<file path="config.mk">
export PLATFORM = sky130hd
export DESIGN_NAME = pkt_deq_drain
export DESIGN_NICKNAME = d
export VERILOG_FILES = /design/src/rtl/pkt_deq_drain.sv
export SDC_FILE = /design/constraint.sdc
export NUM_CORES = 1
export LEC_CHECK = 0
export CAP_MARGIN = 20
export CORE_MARGIN = 2
export CORE_UTILIZATION = 50
export CTS_BUF_LIST = sky130_fd_sc_hd__clkbuf_2 sky130_fd_sc_hd__clkbuf_4 sky130_fd_sc_hd__clkbuf_8
export DETAILED_ROUTE_END_ITERATION = 8
export PLACE_DENSITY_LB_ADDON = 0.3
export SLEW_MARGIN = 15
export SYNTH_ARGS = -nofsm -noshare
export SYNTH_HDL_FRONTEND = slang
export SYNTH_SLANG_ARGS = --single-unit
</file>
<file path="constraint.sdc">
create_clock -name clk -period 4.1 [get_ports clk]
set_input_delay 0.41 -clock clk [delete_from_list [all_inputs] [get_ports clk]]
set_output_delay 0.41 -clock clk [all_outputs]
set_load 0.05 [all_outputs]
</file>
<file path="src/rtl/pkt_deq_drain.sv">
// pkt_deq_drain: egress drain for the packet scheduler dequeue side.
// Pulls scheduler responses into a small FIFO and forwards them downstream over
// valid/ready, gated by link credits. Define DRAIN_PACE_EN to compile in the
// inter-packet GAP state that idles PACE_GAP cycles after every handshake.
module pkt_deq_drain #(
    parameter int unsigned DWIDTH     = 32,
    parameter int unsigned FIFO_DEPTH = 4,
    parameter int unsigned CREDIT_MAX = 8,
    parameter int unsigned PACE_GAP   = 2
) (
    input  logic                             clk,
    input  logic                             rst,
    input  logic                             sch_valid,
    input  logic [DWIDTH-1:0]                sch_data,
    output logic                             sch_deque_en,
    output logic                             tx_valid,
    input  logic                             tx_ready,
    output logic [DWIDTH-1:0]                tx_data,
    input  logic                             credit_ret,
    output logic [$clog2(CREDIT_MAX+1)-1:0]  credit_cnt,
    output logic [31:0]                      pkt_cnt,
    output logic                             proto_err
);
    localparam int unsigned AW  = (FIFO_DEPTH > 1) ? $clog2(FIFO_DEPTH) : 1;
    localparam int unsigned CW  = AW + 1;
    localparam int unsigned OW  = CW + 1;
    localparam int unsigned CRW = $clog2(CREDIT_MAX + 1);
`ifdef DRAIN_PACE_EN
    localparam int unsigned GW  = (PACE_GAP > 0) ? $clog2(PACE_GAP + 1) : 1;
`endif

    typedef enum logic [1:0] {StIdle, StSend, StGap} state_e;

    logic [DWIDTH-1:0] mem [FIFO_DEPTH];
    logic [AW-1:0]     wr_ptr_q, rd_ptr_q;
    logic [CW-1:0]     fifo_count_q, fifo_count_d;
    logic [OW-1:0]     occupancy;
    logic [CRW-1:0]    credit_d;
    logic              inflight_q;
    logic              armed_q;
    logic              wr_en, hs, go_send;
    state_e            state_q, state_d;
`ifdef DRAIN_PACE_EN
    logic [GW-1:0]     gap_q, gap_d;
`endif

    // Outstanding permit plus buffered entries must fit; a same-cycle pop is not credited.
    assign occupancy    = OW'(fifo_count_q) + OW'(inflight_q);
    assign sch_deque_en = rst && (occupancy < OW'(FIFO_DEPTH));
    assign wr_en        = sch_valid && inflight_q;
    assign tx_valid     = (state_q == StSend);
    assign tx_data      = tx_valid ? mem[rd_ptr_q] : '0;
    assign hs           = tx_valid && tx_ready;
    assign fifo_count_d = fifo_count_q + CW'(wr_en) - CW'(hs);
    // Look ahead at next-cycle occupancy/credit so a write reaches tx_valid one edge later.
    assign go_send      = (fifo_count_d != '0) && (credit_d != '0);

    // Credit next-state: return and handshake in the same cycle cancel out.
    always_comb begin
        credit_d = credit_cnt;
        if (credit_ret && !hs) begin
            if (credit_cnt != CRW'(CREDIT_MAX)) begin
                credit_d = credit_cnt + CRW'(1);
            end
        end else if (hs && !credit_ret) begin
            credit_d = credit_cnt - CRW'(1);
        end
    end

    // TX state machine next-state.
    always_comb begin
        state_d = state_q;
`ifdef DRAIN_PACE_EN
        gap_d   = gap_q;
`endif
        unique case (state_q)
            StIdle: state_d = go_send ? StSend : StIdle;
            StSend: begin
                if (hs) begin
`ifdef DRAIN_PACE_EN
                    if (PACE_GAP > 0) begin
                        state_d = StGap;
                        gap_d   = GW'(PACE_GAP);
                    end else begin
                        state_d = go_send ? StSend : StIdle;
                    end
`else
                    state_d = go_send ? StSend : StIdle;
`endif
                end
            end
            StGap: begin
`ifdef DRAIN_PACE_EN
                gap_d = gap_q - GW'(1);
                if (gap_q <= GW'(1)) begin
                    state_d = go_send ? StSend : StIdle;
                end
`else
                state_d = StIdle;
`endif
            end
            default: state_d = StIdle;
        endcase
    end

    // Control, pointer, counter and status registers.
    always_ff @(posedge clk) begin
        if (!rst) begin
            state_q      <= StIdle;
            wr_ptr_q     <= '0;
            rd_ptr_q     <= '0;
            fifo_count_q <= '0;
            inflight_q   <= 1'b0;
            armed_q      <= 1'b0;
            credit_cnt   <= CRW'(CREDIT_MAX);
            pkt_cnt      <= '0;
            proto_err    <= 1'b0;
`ifdef DRAIN_PACE_EN
            gap_q        <= '0;
`endif
        end else begin
            state_q      <= state_d;
            fifo_count_q <= fifo_count_d;
            inflight_q   <= sch_deque_en;
            armed_q      <= 1'b1;
            credit_cnt   <= credit_d;
`ifdef DRAIN_PACE_EN
            gap_q        <= gap_d;
`endif
            if (wr_en) begin
                wr_ptr_q <= wr_ptr_q + AW'(1);
            end
            if (hs) begin
                rd_ptr_q <= rd_ptr_q + AW'(1);
                pkt_cnt  <= pkt_cnt + 32'd1;
            end
            // Unsolicited response; the first cycle after reset release is exempt.
            if (sch_valid && !inflight_q && armed_q) begin
                proto_err <= 1'b1;
            end
        end
    end

    // FIFO storage; contents need no reset since pointers gate visibility.
    always_ff @(posedge clk) begin
        if (rst && wr_en) begin
            mem[wr_ptr_q] <= sch_data;
        end
    end

endmodule

</file>
==> flow_summary.json <==
{
  "syn_inst": 471,
  "fp-row-count": 43,
  "post_cts_buffers": 0,
  "period_needed_ns": 3.274,
  "setup_viol": 0,
  "cts_tree": "yes",
  "groute.usage.overall_pct": 17.82,
  "highest-signal-layer": "met4",
  "synth_top_area_cell": "edfxtp_1",
  "grt_max_degree": 42,
  "vias": 4137,
  "place_hpwl_um": 8684,
  "rsz0062_at_grt": "no",
  "routed-wl-met3_um": 872,
  "wl_met2_um": 6543,
  "power.total_mw": 4.588,
  "period_share_pct": 79.86,
  "synthFlopType": "edfxtp_1",
  "grt_pass1_wl_um": 21590,
  "antenna_found_initial": 0,
  "ant_nets": 0,
  "fin_nets": 627,
  "slew_headroom_pct": 40.78,
  "synth_top_area_share_pct": 53.20,
  "preCtsSetupSlack_ns": 1.208,
  "path_cells": "buf_4, mux4_2, and2_1, clkdlybuf4s50_1",
  "n_fill_cell": 1036,
  "synth_seq_cells": 177,
  "n_antenna_cell": 0,
  "cp_data_required_time_ns": 3.69,
  "yosysSeqAreaShare_pct": 66.78,
  "hold_path.class": "flip-flop to flip-flop",
  "fp.dieArea_um2": 15430,
  "drv_cap": 0,
  "setup_ws_ns": 0.8256,
  "cp-start-kind": "flip-flop",
  "leakagePower_nw": 2.993,
  "cts_hold_buffers": 0,
  "slew_viol_final": 0,
  "synth_most_common_cell": "edfxtp_1",
  "worstMarginPinSlew_ns": 0.8884,
  "yosysUniqueCellTypes": 42,
  "cts.repair.resized": 0,
  "cts_sinks": 177,
  "synthToLayoutAreaGrowth_pct": 23.03,
  "root_buffer": "clkbuf_8",
  "gr-total-overflow": 0,
  "cts_buffer_depth": 2,
  "die-height_um": 124.2,
  "numCtsBuffers": 17,
  "ys_top_cells_by_area": "edfxtp_1, dfxtp_1, mux4_2",
  "wl_per_cell_um": 17.32,
  "drc": 0,
  "holdWs_ns": 0.4789,
  "first_pass_iters": 4,
  "pin_count": 108,
  "cpMaxStageDelayCell": "dfxtp_2",
  "syn_avg_cell_area_um2": 15.34,
  "insertion_delay_ns": 0.43,
  "syn_nets": 518,
  "status": "complete, no violations",
  "path_clk_slew_ns": 0.08,
  "p_per_area_nw_per_um2": 516.1,
  "gp_congestion": 0.8159,
  "grt_pass1_vias": 4284,
  "async_reset_ff_share_pct": 0,
  "ys_warn_count": 0,
  "syn_area_um2": 7224,
  "drt-initial-drc-count": 298,
  "fin_skew_ns": 0.01532,
  "die_w_um": 124.2,
  "synth.top_cells.by_count": "edfxtp_1, and2_1, dfxtp_1, mux4_2, nand2_1",
  "peakVddDrop_uv": 234.5,
  "critPathCaptureType": "primary output",
  "critical_path.max_fanout": 17,
  "io_buffers": 107,
  "h-tree-depth": 4,
  "slowest_delay_ns": 0.72,
  "core_um2": 13990,
  "final.setup.tns_ns": 0,
  "wirelength_um": 13390,
  "hold_viol_final": 0,
  "worst_ep_arrival_time_ns": 2.86,
  "met1Wirelength_um": 5890,
  "start_util_pct": 51.65,
  "routed_via_density": 5.352,
  "worstSetupPathType": "flip-flop to primary output",
  "synth_edf_count": 128,
  "fmax_mhz": 305.4,
  "drive_above_1_share_pct": 13.83
}
[placed cells by master (no fill, tap or decap), drive strengths merged, types with 2 or more instances in the layout]
cell type,count
edfxtp,128
clkdlybuf4s50,107
and2,73
dfxtp,49
mux4,32
nand2,25
clkbuf,22
xnor2,20
nand3,15
xor2,13
inv,12
nand4,12
ha,9
o21ai,6
and3,5
nor3,5
nor4,5
nor2,4
nand2b,4
buf,4
clkinv,4
a21oi,3
o22ai,3
nor2b,3
o31ai,3
o211ai,3
clkinvlp,3
bufinv,3
or4,3
o211a,2
a21boi,2
[routing by layer]
| layer | vias up | track usage [%] |
|---|---|---|
| met4 | 0 | 5.552 |
| met5 | - | 0 |
| met1 | 2058 | 22.43 |
| met2 | 108 | 29.09 |
| met3 | 6 | 6.368 |
| li1 | 1965 | - |
[sequential cells by signal, indices dropped and copies added, names as in the netlist, named ones only]
signal and cells:
proto_err 1, mem 128, fifo_count_q 3, credit_cnt 4, rd_ptr_q 2, wr_ptr_q 2
armed_q 1, state_q 1, inflight_q 1, pkt_cnt 32
[worst paths after layout]
check,cells after the start,slack [ns],endpoint,from
worst max-delay path,4,0.83,tx_data[1],flip-flop
worst min-delay path,1,0.48,proto_err,proto_err
worst max register to register,5,1.60,pkt_cnt[26],state_q[0]
worst min register to register,1,0.48,proto_err,proto_err
[critical path, delay by kind of cell, from the launching register on]
family,cells,cell delay [ns]
multiplexers,1,0.51
flip-flops,1,0.72
buffers and inverters,2,1.04
AND/OR/NAND/NOR,1,0.17
[logic make-up (layout without fill, tap and decap cells)]
family / count (synthesis) / in the layout / synth area share (%)
buf+inv: 33 / 155 / 1.784
xor+xnor: 33 / 33 / 4.001
flops: 177 / 177 / 66.78
simple gates: 157 / 157 / 12.75
mux: 34 / 34 / 10.27
fa+ha+maj: 10 / 10 / 1.836
compound gates: 27 / 27 / 2.581
[layout make-up]
cell class / instances / area (um^2) / area share, %
multi-input combinational: 261 / 2276 / 25.61
timing repair buffer: 111 / 1101 / 12.39
clock buffer: 22 / 277.8 / 3.125
inverter: 12 / 45.04 / 0.5068
sequential: 177 / 4827 / 54.31
clock inverter: 10 / 136.4 / 1.534
tap: 180 / 225.2 / 2.534
[power breakdown]
| group | internal, mW | switching (mW) |
|---|---|---|
| logic | 0.529 | 0.751 |
| clock network | 0.644 | 0.566 |
| registers | 1.99 | 0.107 |
[metrics by stage]
step	cell area (um^2)	cells	utilization [%]
floorplan	7224	471	-
global placement	8474	741	60.58
detailed placement	8474	741	60.58
CTS	8889	773	63.54
global route	8889	773	63.54
finish	8889	773	63.54
Power figures use the tool's default switching activity.
